===== src/rtl/e_clk_window_pkg.sv =====
// Shared types and helpers for the E-clock enable window generator.
package e_clk_window_pkg;

  localparam int CNT_W_DEF = 7;

  typedef enum logic [2:0] {
    IDLE   = 3'd0,
    ARM    = 3'd1,
    ACTIVE = 3'd2,
    CAPPED = 3'd3,
    HOLD   = 3'd4
  } ch_state_e;

  // A zero-width counter is illegal, so a disabled watchdog still gets one bit.
  function automatic int wd_width(input int timeout);
    return (timeout < 1) ? 1 : $clog2(timeout + 1);
  endfunction

endpackage


===== src/rtl/e_clk_window_ch.sv =====
// One enable channel: arm delay after E rise, optional width cap, hold after E fall.
// state  | meaning
// IDLE   | waiting for E rise
// ARM    | counting assert delay A while E is high
// ACTIVE | enable high, optionally counting down width W
// CAPPED | width cap reached, enable low until E falls
// HOLD   | enable held high for H cycles after E fall
module e_clk_window_ch
  import e_clk_window_pkg::*;
#(
  parameter int CNT_W = CNT_W_DEF
) (
  input  logic             clk_i,
  input  logic             rst_ni,
  input  logic             rise_i,
  input  logic             fall_i,
  input  logic             kill_i,
  input  logic [CNT_W-1:0] assert_dly_i,
  input  logic [CNT_W-1:0] max_width_i,
  input  logic [CNT_W-1:0] hold_dly_i,
  output logic             en_o
);

  ch_state_e        state_q, state_d;
  logic [CNT_W-1:0] cnt_q, cnt_d;
  logic [CNT_W-1:0] w_q, w_d;
  logic             en_q, en_d;

  always_comb begin
    state_d = state_q;
    cnt_d   = cnt_q;
    w_d     = w_q;
    if (kill_i) begin
      state_d = IDLE;
      cnt_d   = '0;
    end else begin
      unique case (state_q)
        IDLE: begin
          if (rise_i) begin
            state_d = ARM;
            cnt_d   = assert_dly_i;
          end
        end
        ARM: begin
          if (fall_i) begin
            state_d = IDLE;
          end else if (cnt_q == '0) begin
            state_d = ACTIVE;
            cnt_d   = max_width_i;
            w_d     = max_width_i;
          end else begin
            cnt_d = cnt_q - 1'b1;
          end
        end
        ACTIVE, CAPPED: begin
          if (fall_i) begin
            if (hold_dly_i == '0) begin
              state_d = IDLE;
              cnt_d   = '0;
            end else begin
              state_d = HOLD;
              cnt_d   = hold_dly_i;
            end
          end else if (state_q == ACTIVE && w_q != '0) begin
            if (cnt_q == CNT_W'(1)) state_d = CAPPED;
            cnt_d = cnt_q - 1'b1;
          end
        end
        HOLD: begin
          // A new E rise truncates the hold and starts the next window.
          if (rise_i) begin
            state_d = ARM;
            cnt_d   = assert_dly_i;
          end else if (cnt_q == CNT_W'(1)) begin
            state_d = IDLE;
            cnt_d   = '0;
          end else begin
            cnt_d = cnt_q - 1'b1;
          end
        end
        default: begin
          state_d = IDLE;
          cnt_d   = '0;
        end
      endcase
    end
    en_d = (state_d == ACTIVE) || (state_d == HOLD);
  end

  always_ff @(posedge clk_i) begin
    if (!rst_ni) begin
      state_q <= IDLE;
      cnt_q   <= '0;
      w_q     <= '0;
      en_q    <= 1'b0;
    end else begin
      state_q <= state_d;
      cnt_q   <= cnt_d;
      w_q     <= w_d;
      en_q    <= en_d;
    end
  end

  assign en_o = en_q;

endmodule


===== src/rtl/e_clk_window_gen.sv =====
// E-clock edge detect, stopped-clock watchdog and NUM_CH enable window channels.
// Define EWIN_SYNC_EN to put a 2-flop synchroniser in front of the edge detector.
module e_clk_window_gen
  import e_clk_window_pkg::*;
#(
  parameter int NUM_CH  = 2,
  parameter int CNT_W   = CNT_W_DEF,
  parameter int TIMEOUT = 1023
) (
  input  logic                    i_clk,
  input  logic                    i_reset,
  input  logic                    i_e_clk,
  input  logic [NUM_CH*CNT_W-1:0] i_assert_dly,
  input  logic [NUM_CH*CNT_W-1:0] i_max_width,
  input  logic [NUM_CH*CNT_W-1:0] i_hold_dly,
  output logic [NUM_CH-1:0]       o_en,
  output logic                    o_e_rise,
  output logic                    o_e_fall,
  output logic                    o_e_lost
);

  localparam int              WD_W   = wd_width(TIMEOUT);
  localparam logic [WD_W-1:0] WD_MAX = WD_W'(TIMEOUT);

  logic e_s;
`ifdef EWIN_SYNC_EN
  logic [1:0] sync_q;
  always_ff @(posedge i_clk) begin
    if (!i_reset) sync_q <= 2'b00;
    else          sync_q <= {sync_q[0], i_e_clk};
  end
  assign e_s = sync_q[1];
`else
  assign e_s = i_e_clk;
`endif

  logic            e_d_q;
  logic            rise, fall, e_edge, kill;
  logic [WD_W-1:0] wd_q, wd_d;
  logic            lost_q, lost_d;

  assign rise   = e_s & ~e_d_q;
  assign fall   = ~e_s & e_d_q;
  assign e_edge = rise | fall;

  always_comb begin
    wd_d   = wd_q;
    lost_d = lost_q;
    if (e_edge)              wd_d = '0;
    else if (wd_q != WD_MAX) wd_d = wd_q + 1'b1;
    // Once lost, only a rise recovers; that rise is swallowed by kill below.
    if (lost_q) lost_d = ~rise;
    else        lost_d = (TIMEOUT != 0) && (wd_d == WD_MAX);
  end

  assign kill = lost_q | lost_d;

  always_ff @(posedge i_clk) begin
    if (!i_reset) begin
      e_d_q  <= 1'b0;
      wd_q   <= '0;
      lost_q <= 1'b0;
    end else begin
      e_d_q  <= e_s;
      wd_q   <= wd_d;
      lost_q <= lost_d;
    end
  end

  assign o_e_rise = rise & i_reset;
  assign o_e_fall = fall & i_reset;
  assign o_e_lost = lost_q;

  for (genvar c = 0; c < NUM_CH; c++) begin : g_ch
    e_clk_window_ch #(
      .CNT_W (CNT_W)
    ) u_ch (
      .clk_i        (i_clk),
      .rst_ni       (i_reset),
      .rise_i       (rise),
      .fall_i       (fall),
      .kill_i       (kill),
      .assert_dly_i (i_assert_dly[c*CNT_W +: CNT_W]),
      .max_width_i  (i_max_width[c*CNT_W +: CNT_W]),
      .hold_dly_i   (i_hold_dly[c*CNT_W +: CNT_W]),
      .en_o         (o_en[c])
    );
  end

endmodule


===== config.mk =====
export PLATFORM = sky130hd
export DESIGN_NAME = e_clk_window_gen
export DESIGN_NICKNAME = d
export VERILOG_FILES = /design/src/rtl/e_clk_window_pkg.sv /design/src/rtl/e_clk_window_ch.sv /design/src/rtl/e_clk_window_gen.sv
export SDC_FILE = /design/constraint.sdc
export NUM_CORES = 1
export LEC_CHECK = 0
export ABC_CLOCK_PERIOD_IN_PS = 3500
export CAP_MARGIN = 20
export CORE_MARGIN = 4
export CORE_UTILIZATION = 45
export CTS_CLUSTER_DIAMETER = 30
export DETAILED_ROUTE_END_ITERATION = 8
export DONT_BUFFER_PORTS = 1
export PLACE_DENSITY = 0.69
export SYNTH_ARGS = -nofsm -noshare
export SYNTH_HDL_FRONTEND = slang
export SYNTH_SLANG_ARGS = --single-unit

===== constraint.sdc =====
create_clock -name i_clk -period 3.5 [get_ports i_clk]
set_clock_uncertainty 0.15 [all_clocks]
set_input_delay 0.525 -clock i_clk [delete_from_list [all_inputs] [get_ports i_clk]]
set_output_delay 0.525 -clock i_clk [all_outputs]
set_load 0.005 [all_outputs]

# After elaboration in Yosys (flattened, before gate mapping)
# Cells that the tools add are included.
# op_classes
n_addsub,3
multipliers,0
div_mod_pow,0
magnitude_cmp,0
n_eq_ne,22
shift,0
n_mux,43
n_bitwise,12
n_reduce_logical,19
# ops
op,count
two-way mux 7 bit,16
two-way mux 3 bit,20
case mux 7 bit (4 select lines),2
zero test 7 bit,4
case mux 3 bit (4 select lines),2
two-way mux 10 bit,2
"== test 3 x 2 -> 1 bit, second input constant",6
"== test 7 x 1 -> 1 bit, second input constant",2
nonzero test 7 bit,2
"subtractor 7 x 1 -> 7 bit, second input constant",2
"== test 3 bit, second input constant",4
"adder 10 x 1 -> 10 bit, second input constant",1
"== test 10 bit, second input constant",1
"!= test 10 bit, second input constant",1
"!= test 2 bit, second input constant",4
AND reduction 4 bit,2
"== test 3 x 1 -> 1 bit, second input constant",2
zero test 3 bit,2
"!= test 3 x 2 -> 1 bit, second input constant",2
inverter 1 bit,6
AND reduction 3 bit,2
OR reduction 2 bit,3
bitwise AND 1 bit,4
logical AND 1 bit,2
3 further kinds,5
# word_totals
reg_bits,48
latchBits,0
mem_bits_rw,0
mem_bits_ro,0
in_bits,45
out_inout_bits,5
elab_cells,110
memories,0

# Logic depth before layout (Yosys ltp)
# Gate-level depths: netlist of the first run.
# logic_depth
ltp_word,10
mapped_depth,10
mapped_depth_nobuf,8

# Cells and area by module
# Synthesis of the first run repeated with hierarchy kept, for this count alone.
# hier_totals
cells_unflattened,371
area_unflattened_um2,3138.0
# modules_own_cells
mod,n_inst,cells_per_inst,area_per_inst_um2,seq_area_each_um2
e_clk_window_ch at g_ch[0].u_ch,1,137,1194.9,360.3
e_clk_window_ch at g_ch[1].u_ch,1,146,1191.1,360.3
e_clk_window_gen,1,88,752.0,240.2

# Worst setup path after synthesis of the first run
# Ideal clock, no wire load.
# synth_path
path_kind,input to register
start,input port i_e_clk
end,register g_ch[1].u_ch.w_q[0]
setup_time_ns,0.072
arrival_time_ns,2.353
required_time_ns,3.278
path_slack_ns,0.925
stages,8
n_path_buf,1
cell_sequence,inv_1 > ha_1 > clkbuf_1 > or2_1 > or3_1 > or4_1 > o311ai_4 > mux2i_1
# synth_between
elab_chain_len,9
elab_cells_between_ends,12
classes_between,1 x eq/ne; 2 x mux; 8 x bitwise; 1 x reduce/logical
# synth_rtl
item,line_no,rtl
"start, declared",e_clk_window_gen.sv:12,"input logic i_e_clk,"
inverter 1 bit,e_clk_window_gen.sv:43,assign fall = ~e_s & e_d_q;
bitwise AND 1 bit,e_clk_window_gen.sv:43,
OR 1 bit,e_clk_window_gen.sv:44,assign e_edge = rise | fall;
two-way mux 10 bit,e_clk_window_gen.sv:49,if (e_edge) wd_d = '0;
== test 10 bit,e_clk_window_gen.sv:53,else lost_d = (TIMEOUT != 0) && (wd_d == WD_MAX);
two-way mux 1 bit,e_clk_window_gen.sv:52,if (lost_q) lost_d = ~rise;
OR 1 bit,e_clk_window_gen.sv:56,assign kill = lost_q | lost_d;
inverter 1 bit (no line),n/a,
AND reduction 4 bit (no line) *,n/a,
"end signal, assigned",e_clk_window_ch.sv:99,w_q <= w_d;
"end, declared",e_clk_window_ch.sv:26,"logic [CNT_W-1:0] w_q, w_d;"
# Every way passes the cells marked *; elsewhere a longest branch is shown, timed or not.
# A chain may end at the register's enable or synchronous reset.

# Worst setup path after layout of the first run
# layout_path
start,register wd_q[0]
end,register g_ch[0].u_ch.en_q
# layout_between
elab_chain_len,9
elab_cells_between_ends,11
classes_between,1 x add/sub; 4 x eq/ne; 4 x mux; 1 x bitwise; 1 x reduce/logical
# layout_rtl
item,line_no,rtl
"start, declared",e_clk_window_gen.sv:39,"logic [WD_W-1:0] wd_q, wd_d;"
"start signal, assigned",e_clk_window_gen.sv:65,wd_q <= wd_d;
adder 10 x 1 -> 10 bit / != test 10 bit (equally long branches),e_clk_window_gen.sv:50,else if (wd_q != WD_MAX) wd_d = wd_q + 1'b1;
two-way mux 10 bit *,e_clk_window_gen.sv:50,
two-way mux 10 bit *,e_clk_window_gen.sv:49,
== test 10 bit *,e_clk_window_gen.sv:53,
two-way mux 1 bit *,e_clk_window_gen.sv:52,
OR 1 bit *,e_clk_window_gen.sv:56,
two-way mux 3 bit *,e_clk_window_ch.sv:33,if (kill_i) begin
== test 3 x 2 -> 1 bit / == test 3 bit (equally long branches),e_clk_window_ch.sv:87,en_d = (state_d == ACTIVE) || (state_d == HOLD);
logical OR 1 bit *,e_clk_window_ch.sv:87,
"end signal, assigned",e_clk_window_ch.sv:100,en_q <= en_d;
"end, declared",e_clk_window_ch.sv:27,"logic en_q, en_d;"
# Marked as above.

==> results.py, run 1 <==
metrics = {
    "cts": {
        "post_cts_resized": 0,
        "clockBufferDepth": 2,
        "htree_levels": 2,
        "cts_tree": "yes",
        "clockRootBuffer": "clkbuf_8",
        "cts_num_sinks": 48,
        "worstSkewPairLatency_ns": 0.30,
        "postCtsSetupBuffers": 0,
        "postCtsHoldBufs": 0,
        "cts.clk_slew.worst_paths_ns": 0.09,
        "cts_buffers": 5,
    },
    "yosys": {
        "seq_area_frac_synth_pct": 31.58,
        "postSynthAreaPerCell_um2": 7.945,
        "synth.area.top_cells": "dfxtp_1 (32%), nand2_1 (6.4%), mux2i_1 (5.6%), nor2_1 (4.8%), a21oi_1 (4.3%)",
        "synth-xor-area-share_pct": 1.727,
        "synth_top_area_share_pct": 31.58,
        "synth_top_cell_by_area": "dfxtp_1",
        "async_flop_share_pct": 0,
        "synth.distinct_cells": 63,
        "synthSimpleGateAreaFrac_pct": 29.40,
        "synth-compound-area-share_pct": 23.52,
        "postSynthCellCount": 383,
        "netlist_area_mm2": 0.003043,
        "synth_edf_count": 0,
        "ys_ff_latch": 48,
        "yosysWarnings": 0,
        "ys.flop_type": "dfxtp_1",
        "synth_top_family_by_area": "simple AND/OR/NAND/NOR gates",
        "synthMuxAreaShare_pct": 5.592,
        "synthAdderAreaFrac_pct": 3.701,
        "syn_nets": 437,
    },
    "pwr": {
        "power_mw": 1.705,
        "leakagePower_nw": 1.133,
        "peakVddDrop_uv": 285.3,
        "power_density_mw_per_mm2": 539.5,
    },
    "timing": {
        "hold_viol": 0,
        "grt_setup_unrepaired": "false",
        "drv_slew": 0,
        "min_period_over_period_pct": 76.26,
        "fin_setup_tns_ns": 0,
        "fmax_mhz": 374.7,
        "max_slew.worst_pin.slew_ns": 0.7801,
        "slew_headroom_pct": 47.60,
        "period_needed_ns": 2.669,
        "finalSetupViolCount": 0,
    },
    "global_route": {
        "gr-usage-met2_pct": 27.32,
        "grt_pass1_wl_mm": 11.65,
        "met3_usage_pct": 3.339,
        "grt_busiest_layer": "met2",
        "gr-total-overflow": 0,
        "met1_usage_pct": 23.20,
        "grt_pass1_vias": 2430,
        "grt_max_degree": 36,
        "grtUsageTotal_pct": 16.73,
        "antenna_found_initial": 0,
    },
    "status": {
        "run_status": "finished, final reports clean",
    },
    "critical_path": {
        "cp-end-kind": "register",
        "cp_slowest_cell": "dfxtp_1",
        "critPathBufInv": 1,
        "slowest_delay_ns": 0.52,
        "startpoint_type": "register",
        "worstPathCellList": "ha_1, nor2_1, nand2b_1, nor4_1, o2111ai_1, o21ai_1, buf_4, and3b_1",
        "critPathTopFamily": "simple AND/OR/NAND/NOR gates",
        "critPathKind": "register to register",
        "path_max_fanout": 22,
        "critPathRequiredTime_ns": 3.54,
        "arrival_ns": 2.71,
    },
    "routing": {
        "vias_per_cell": 6.042,
        "via_count": 2713,
        "totalWireLength_mm": 6.904,
        "first_pass_iters": 6,
        "wl_per_cell_um": 15.38,
        "drtAntennaViolNets": 0,
        "drtIter0Drc": 129,
        "route.detailed.drc": 0,
    },
    "die": {
        "core_area_mm2": 0.006459,
        "dieArea_mm2": 0.008141,
        "die_h_um": 90.23,
        "io_pins": 50,
        "initial_core_util_pct": 47.11,
        "rows": 29,
        "fp.dieW_um": 90.23,
    },
    "placement": {
        "gp_congestion": 0.8885,
        "hpwl_mm": 5.215,
        "portBuffers": 0,
    },
    "finish": {
        "n_antenna_cell": 0,
        "finalNetCount": 425,
        "fin_util_pct": 48.93,
        "syn2layout_area_growth_pct": 3.865,
        "drive_gt1_share_pct": 8.333,
    },
    "run": {
        "drv_cap": 0,
    },
    "hold_path": {
        "hp-class": "input port to register",
    },
}
[placed cells by master (no fill, tap or decap), types with 3 or more instances in the layout]
cell type  netlist  final
o21ai_0         16     15
a31oi_1          7      7
or3b_2           3      3
o21a_1           3      3
nand3_1          4      4
a222oi_1         7      7
buf_4            2      4
and2_1           3      3
mux2i_1         17     17
a221oi_1         5      5
clkbuf_8         0      6
nor3_1          15     15
a22oi_1          6      6
dfxtp_1         48     48
a21oi_1         26     26
nor2b_1          6      6
a211oi_1         6      6
nand2b_1         7      7
nor3b_1          5      5
nor2_1          39     39
and3_1           4      4
nand2_1         52     52
ha_1             9      9
nand4_1          4      4
xor2_1           4      4
nor4_1           5      5
a21o_1           6      6
inv_1            9      9
[sequential cells by signal, summed over array words and instances (netlist names)]
register / flops
g_ch.u_ch.state_q: 6
g_ch.u_ch.en_o: 2
e_d_q: 1
g_ch.u_ch.w_q: 14
g_ch.u_ch.cnt_q: 14
o_e_lost: 1
wd_q: 10
[report_power, final]
| part | switching, mW | total [mW] | internal, mW | leakage (nW) |
|---|---|---|---|---|
| Clock | 0.182 | 0.343 | 0.161 | 0.0445 |
| Combinational | 0.361 | 0.649 | 0.288 | 0.696 |
| Sequential | 0.0846 | 0.713 | 0.628 | 0.392 |
| Total | 0.628 | 1.70 | 1.08 | 1.13 |
[cells in the mapped netlist, drive strengths merged, types with 3 or more instances]
library cell and count:
nand4 4, mux2i 17, or4 5, a211oi 6, nand2b 7, or2 3, and2 5, nand3 5
dfxtp 48, a22oi 6, nor3 17, a222oi 7, a21oi 26, nor4 6, buf 10, and3 4
a221oi 5, a31oi 7, inv 9, nor2b 6, ha 9, o311ai 3, o21ai 16, nor3b 5
nand2 52, clkbuf 13, o21a 3, xor2 4, a21o 6, nor2 40, or3b 3
[worst register-to-register path, stage by stage, from the launching register on]
cell       delay (ns)
dfxtp_1          0.52
ha_1             0.47
nor2_1           0.09
nand2b_1         0.15
nor4_1           0.34
o2111ai_1        0.18
o21ai_1          0.16
buf_4            0.28
and3b_1          0.22
[per-stage QoR]
stage          hold slack, ns  instances  area, um2  setup WS (ns)
6_report               0.1943        449       3161         0.8309
5_1_grt                0.1804        449       3161         0.5080
4_1_cts                0.1901        449       3161         0.8465
3_5_place_dp           0.3016        441       3067         0.8370
3_3_place_gp           0.2950        441       3067         0.8614
2_1_floorplan          0.2844        383       3043         0.9251
[cell type report]
type / count / area (um2)
Clock buffer: 7 / 86.33
Clock inverter: 1 / 7.507
Fill cell: 651 / 3298
Inverter: 9 / 33.78
Multi-Input combinational cell: 303 / 1946
Sequential cell: 48 / 960.9
Tap cell: 77 / 96.34
Timing Repair Buffer: 4 / 30.03
[path summary, 6_finish.rpt]
check / to / cells after the start / slack [ns] / start
worst min-delay path: e_d_q / 1 / 0.19 / i_e_clk
worst max-delay path: g_ch[0].u_ch.en_o / 8 / 0.83 / wd_q[0]
worst max register to register: g_ch[0].u_ch.en_o / 8 / 0.83 / wd_q[0]
worst min register to register: g_ch[1].u_ch.w_q[1] / 2 / 0.31 / g_ch[1].u_ch.w_q[1]
[metal layers]
layer	routed length, um	share of wire (%)
met2	3239	47
met4	50	0.72
met1	3332	48
met3	281	4.1
met5	0	0
[cells by family (layout without fill, tap and decap cells)]
kind of cell,after synthesis,count (layout)
AND/OR/NAND/NOR,171,171
AO/OA/AOI/OAI,100,100
adder cells (fa/ha/maj),9,9
XOR/XNOR,6,6
multiplexers,17,17
buffers and inverters,32,21
flip-flops,48,48
Note: power is estimated with default switching activity, not from simulation.
==> run 2: changes to the inputs <==
ABC_CLOCK_PERIOD_IN_PS = 2700   (was 3500)
clock period = 2.7 ns   (was 3.5 ns; I/O delays follow)
==> run 2 against run 1 <==
  * Maximum frequency up 8.7%
  * Cell area up 3.0%
  * Via count up 0.48%
  * Combinational power up 33%
  * Sequential share of layout area down 0.88 points
  * Largest power group unchanged
  * Highest routed layer unchanged
==> results.py, run 2 (same netlist as run 1, synthesis figures left out) <==
metrics = {
    "timing": {
        "hold_viol": 0,
        "finalSetupViolCount": 0,
        "drv_slew": 0,
        "period_needed_ns": 2.455,
        "min_period_over_period_pct": 90.94,
        "timing.hold.ws_ns": 0.07126,
        "slew_headroom_pct": 45.25,
        "layout_setup_ws_ns": 0.2445,
        "fin_setup_tns_ns": 0,
        "grt_setup_unrepaired": "false",
        "fmax_mhz": 407.3,
        "max_slew.worst_pin.slew_ns": 0.8149,
    },
    "global_route": {
        "grt_max_degree": 36,
        "grt_pass1_wl_mm": 11.77,
        "grt_pass1_vias": 2550,
        "antenna_found_initial": 0,
        "gr-total-overflow": 0,
        "grtUsageTotal_pct": 16.93,
    },
    "critical_path": {
        "r2r_start": "wd_q[3]",
        "rr_worst_depth": 8,
        "critPathKind": "register to register",
        "critPathRequiredTime_ns": 2.72,
        "arrival_ns": 2.47,
        "critPathCapture": "g_ch[1].u_ch.en_o",
        "startpoint_type": "register",
        "r2r_slack_ns": 0.24,
        "worstPathCellList": "and4_1, a41oi_1, nor4_2, o2111ai_1, o21ai_1, buf_4, buf_12, a211oi_1",
        "slowest_delay_ns": 0.47,
        "timing.rr.end": "g_ch[1].u_ch.en_o",
        "crit_start": "wd_q[3]",
        "cp-end-kind": "register",
        "path_max_fanout": 12,
        "cp_slowest_cell": "dfxtp_1",
    },
    "routing": {
        "first_pass_iters": 4,
        "wl_per_cell_um": 15.13,
        "drtIter0Drc": 127,
        "vias_per_cell": 5.978,
        "drtAntennaViolNets": 0,
        "totalWireLength_mm": 6.901,
        "route.detailed.drc": 0,
        "via_count": 2726,
    },
    "pwr": {
        "power_mw": 2.291,
        "power_density_mw_per_mm2": 703.9,
        "leakagePower_nw": 1.182,
        "peakVddDrop_uv": 321.4,
    },
    "placement": {
        "dpl_cell_area_mm2": 0.003132,
        "pre_cts_ws_ns": 0.1586,
        "hpwl_mm": 5.223,
        "gp_congestion": 0.8775,
        "portBuffers": 0,
    },
    "finish": {
        "mostFrequentLayoutCells": "nand2_1 (52), dfxtp_1 (48), nor2_1 (39)",
        "n_antenna_cell": 0,
        "finalNetCount": 432,
        "design_area_mm2": 0.003254,
        "final_common_cell": "nand2_1",
        "largestRegisters": "g_ch.u_ch.cnt_q: 14 flops, g_ch.u_ch.w_q: 14 flops, wd_q: 10 flops",
        "syn2layout_area_growth_pct": 6.949,
        "nFillCells": 623,
        "drive_gt1_share_pct": 10.82,
    },
    "cts": {
        "cts_tree": "yes",
        "cts.clk_slew.worst_paths_ns": 0.09,
        "clockRootBuffer": "clkbuf_8",
        "worstSkewPairLatency_ns": 0.30,
        "postCtsSetupBuffers": 0,
        "postCtsHoldBufs": 0,
        "clockBufferDepth": 2,
        "cts_num_sinks": 48,
        "htree_levels": 2,
        "cts_buffers": 5,
    },
    "run": {
        "drv_cap": 0,
    },
    "status": {
        "run_status": "finished, final reports clean",
    },
    "die": {
        "rows": 29,
        "die_h_um": 90.23,
        "fp.dieW_um": 90.23,
        "io_pins": 50,
        "dieArea_mm2": 0.008141,
        "core_area_mm2": 0.006459,
        "initial_core_util_pct": 47.11,
    },
    "hold_path": {
        "hp-class": "input port to register",
    },
}
## run 2: cell types whose count changed in the layout (fill, tap and decap cells not counted), sizes merged
cell    change
buf         +7
bufinv      +1
clkinv      +1
clkbuf      -2
## run 2: power by group
part,leakage [nW],switching [mW],internal [mW]
Combinational,0.737,0.470,0.390
Clock,0.0541,0.238,0.274
Sequential,0.392,0.104,0.814
## run 2: timing repair
item                       CTS  global route
hold endpoints to repair     0             0
gates resized for setup      0             2
setup endpoints to repair    0            12
## run 2: metrics by stage
| stage | utilization, % | cells |
|---|---|---|
| 4_1_cts | 50.21 | 456 |
| 3_3_place_gp | 48.49 | 448 |
| 5_1_grt | 50.39 | 456 |
| 3_5_place_dp | 48.49 | 448 |
| 6_report | 50.39 | 456 |
| 2_1_floorplan | - | 383 |
## run 2: worst min path at each step
stage | cells past startpoint | from | endpoint | slack [ns]
final | 1 | i_e_clk | e_d_q | 0.07
after CTS | 1 | i_e_clk | e_d_q | 0.06
after global routing | 1 | i_e_clk | e_d_q | 0.06
after global placement | 2 | g_ch[1].u_ch.w_q[0] | g_ch[1].u_ch.w_q[0] | 0.29
after detailed placement | 2 | g_ch[0].u_ch.w_q[1] | g_ch[0].u_ch.w_q[1] | 0.30
after floorplan | 2 | g_ch[0].u_ch.w_q[2] | g_ch[0].u_ch.w_q[2] | 0.28
## run 2: area by class of cell
cell class / instances / area [um2] / area share (%)
multi-input cells: 303 / 1957 / 60.13
flip-flops and latches: 48 / 960.9 / 29.53
well taps: 77 / 96.34 / 2.960
repair buffers: 11 / 95.09 / 2.922
clock buffers: 5 / 68.82 / 2.115
clock inverters: 3 / 42.54 / 1.307
inverters: 9 / 33.78 / 1.038
## run 2: worst max-delay path: cells and delay by family (launching register included)
kind,cells,cell delay [ns]
buffers and inverters,2,0.37
AND/OR/NAND/NOR,2,0.72
flip-flops,1,0.47
AO/OA/AOI/OAI,4,0.61
## run 2: metal layers
metal	part of all wire, %	wire length, um	up-vias	GRT usage, %
li1	-	-	1391	-
met2	47	3260	48	27.88
met1	48	3341	1277	22.56
met4	1.3	93	0	5.357
met5	0	0	-	0
met3	3.0	205	10	2.838
==> run 3: changes to the inputs <==
CAP_MARGIN = not set   (was 20)
CORE_UTILIZATION = 30   (was 45)
PLACE_DENSITY = 0.53   (was 0.69)
==> run 3 against run 2 <==
  * Clock-buffer cell count is 3 higher
  * Setup slack worse by 0.038 ns
  * Wire length is 8.1% higher
  * Flip-flop and latch count stayed put
  * Clock power is 14% lower
  * Maximum frequency is 1.5% lower
  * Cell area is 2.7% higher
  * Register-to-register slack worse by 0.04 ns
  * Highest routed layer unchanged
==> results.py, run 3 (same netlist as run 1, synthesis figures left out) <==
metrics = {
    "pwr": {
        "power_density_mw_per_mm2": 671.3,
        "p_int_mw": 1.433,
        "power_frac_seq_pct": 41.0,
        "clockPowerShare_pct": 19.6,
        "leakagePower_nw": 1.205,
        "swShare_pct": 36.15,
        "peakVddDrop_uv": 183.7,
        "p_switching_mw": 0.8112,
        "combPwrFrac_pct": 39.4,
    },
    "critical_path": {
        "critPathBufInv": 2,
        "r2r_slack_ns": 0.21,
        "startpoint_type": "register",
        "critPathTopFamily": "compound AO/OA/AOI/OAI gates",
        "path_max_fanout": 12,
        "critPathKind": "register to register",
        "r2r_start": "wd_q[1]",
        "cp_slowest_cell": "dfxtp_1",
        "worstPathCellList": "ha_1, nand2_1, o31a_1, o32ai_1, o21ai_0, o21ai_1, buf_4, buf_4, a211oi_1",
        "timing.rr.end": "g_ch[1].u_ch.en_o",
        "cp_common_cell": "buf_4",
        "crit_start": "wd_q[1]",
        "arrival_ns": 2.51,
        "critPathRequiredTime_ns": 2.71,
        "slowest_delay_ns": 0.46,
        "rr_worst_depth": 9,
        "cp-end-kind": "register",
    },
    "hold_path": {
        "hp-class": "input port to register",
        "worstHoldStart": "i_e_clk",
        "holdPathEnd": "e_d_q",
        "hold_path_depth": 1,
    },
    "placement": {
        "pre_cts_ws_ns": 0.1853,
        "gp_congestion": 0.8537,
        "dp.cells": 511,
        "portBuffers": 0,
        "hpwl_mm": 5.883,
    },
    "routing": {
        "first_pass_iters": 6,
        "route.detailed.drc": 0,
        "drtIter0Drc": 372,
        "drtAntennaViolNets": 0,
        "wl_per_cell_um": 14.37,
        "via_count": 2797,
        "totalWireLength_mm": 7.459,
        "vias_per_cell": 5.389,
    },
    "cts": {
        "post_cts_resized": 0,
        "worstSkewPairLatency_ns": 0.30,
        "cts_buffers": 5,
        "htree_levels": 2,
        "cts_num_sinks": 48,
        "clockRootBuffer": "clkbuf_8",
        "cts_tree": "yes",
        "clockBufferDepth": 2,
        "postCtsHoldBufs": 0,
        "cts.clk_slew.worst_paths_ns": 0.09,
        "postCtsSetupBuffers": 0,
    },
    "global_route": {
        "grtUsageTotal_pct": 12.95,
        "grt_max_degree": 36,
        "grt_pass1_vias": 2657,
        "antenna_found_initial": 0,
        "grt_pass1_wl_mm": 12.51,
        "gr-total-overflow": 0,
    },
    "finish": {
        "syn2layout_area_growth_pct": 9.869,
        "finalNetCount": 439,
        "nFillCells": 1068,
        "n_antenna_cell": 0,
        "final_common_cell": "nand2_1",
        "largestRegisters": "g_ch.u_ch.cnt_q: 14 flops, g_ch.u_ch.w_q: 14 flops, wd_q: 10 flops",
        "mostFrequentLayoutCells": "nand2_1 (52), dfxtp_1 (48), nor2_1 (39)",
        "drive_gt1_share_pct": 11.92,
        "instances_no_fill": 519,
        "fin_util_pct": 34.05,
    },
    "timing": {
        "layout_setup_ws_ns": 0.2068,
        "finalSetupViolCount": 0,
        "drv_slew": 0,
        "hold_viol": 0,
        "min_period_over_period_pct": 92.34,
        "timing.hold.ws_ns": 0.08009,
        "max_slew.worst_pin.slew_ns": 0.7250,
        "fin_setup_tns_ns": 0,
        "grt_setup_unrepaired": "false",
        "slew_headroom_pct": 51.67,
        "period_needed_ns": 2.493,
        "fmax_mhz": 401.1,
    },
    "die": {
        "die_h_um": 108.7,
        "dieArea_mm2": 0.01182,
        "fp.dieW_um": 108.7,
        "io_pins": 50,
        "initial_core_util_pct": 30.99,
        "rows": 36,
        "core_area_mm2": 0.009819,
    },
    "status": {
        "run_status": "finished, final reports clean",
    },
    "run": {
        "drv_cap": 0,
    },
}
==> run 3: cell count changes in the layout (fill, tap and decap cells not counted) <==
| cell | previous run | this run |
|---|---|---|
| buf_12 | 1 | 0 |
| buf_4 | 10 | 18 |
| bufinv_16 | 1 | 0 |
| clkbuf_1 | 0 | 2 |
| clkbuf_8 | 5 | 6 |
| clkinv_2 | 1 | 0 |
| clkinvlp_4 | 1 | 0 |
==> run 3: metal layers <==
metal	part of all wire, %	routed length, um	track usage, %
met1	44	3251	16.23
met2	51	3827	22.33
met3	4.2	311	2.664
met4	0.91	68	3.877
met5	0	0	0
==> run 3: power by group through the flow <==
stage	registers (mW)	logic (mW)	clock network, mW
floorplan	0.900	0.715	0
global placement	0.936	0.884	0
detailed placement	0.937	0.885	0
CTS	0.922	0.888	0.462
global route	0.942	0.996	0.493
finish	0.921	0.883	0.440
==> run 3: cell type report <==
type	instances	area, um2	share of cell area, %
multi-input combinational	303	1957	58.53
sequential	48	960.9	28.74
tap	133	166.4	4.978
timing repair buffer	18	135.1	4.042
clock buffer	8	90.09	2.695
inverter	9	33.78	1.010
==> run 3: worst max-delay path by stage <==
stage                     slack [ns]  cells past startpoint               endpoint
final                           0.21                      9      g_ch[1].u_ch.en_o
after global routing            0.06                      6  g_ch[1].u_ch.cnt_q[6]
after CTS                       0.16                      9      g_ch[1].u_ch.en_o
after detailed placement        0.19                      7    g_ch[0].u_ch.w_q[4]
after global placement          0.25                      7    g_ch[1].u_ch.w_q[6]
after floorplan                 0.25                      8    g_ch[1].u_ch.w_q[0]
==> run 3: per-stage QoR <==
stage	area, um2	power (mW)
after global routing	3343	2.432
after detailed placement	3242	1.822
after CTS	3332	2.272
after global placement	3242	1.820
after floorplan	3043	1.615
final	3343	2.244
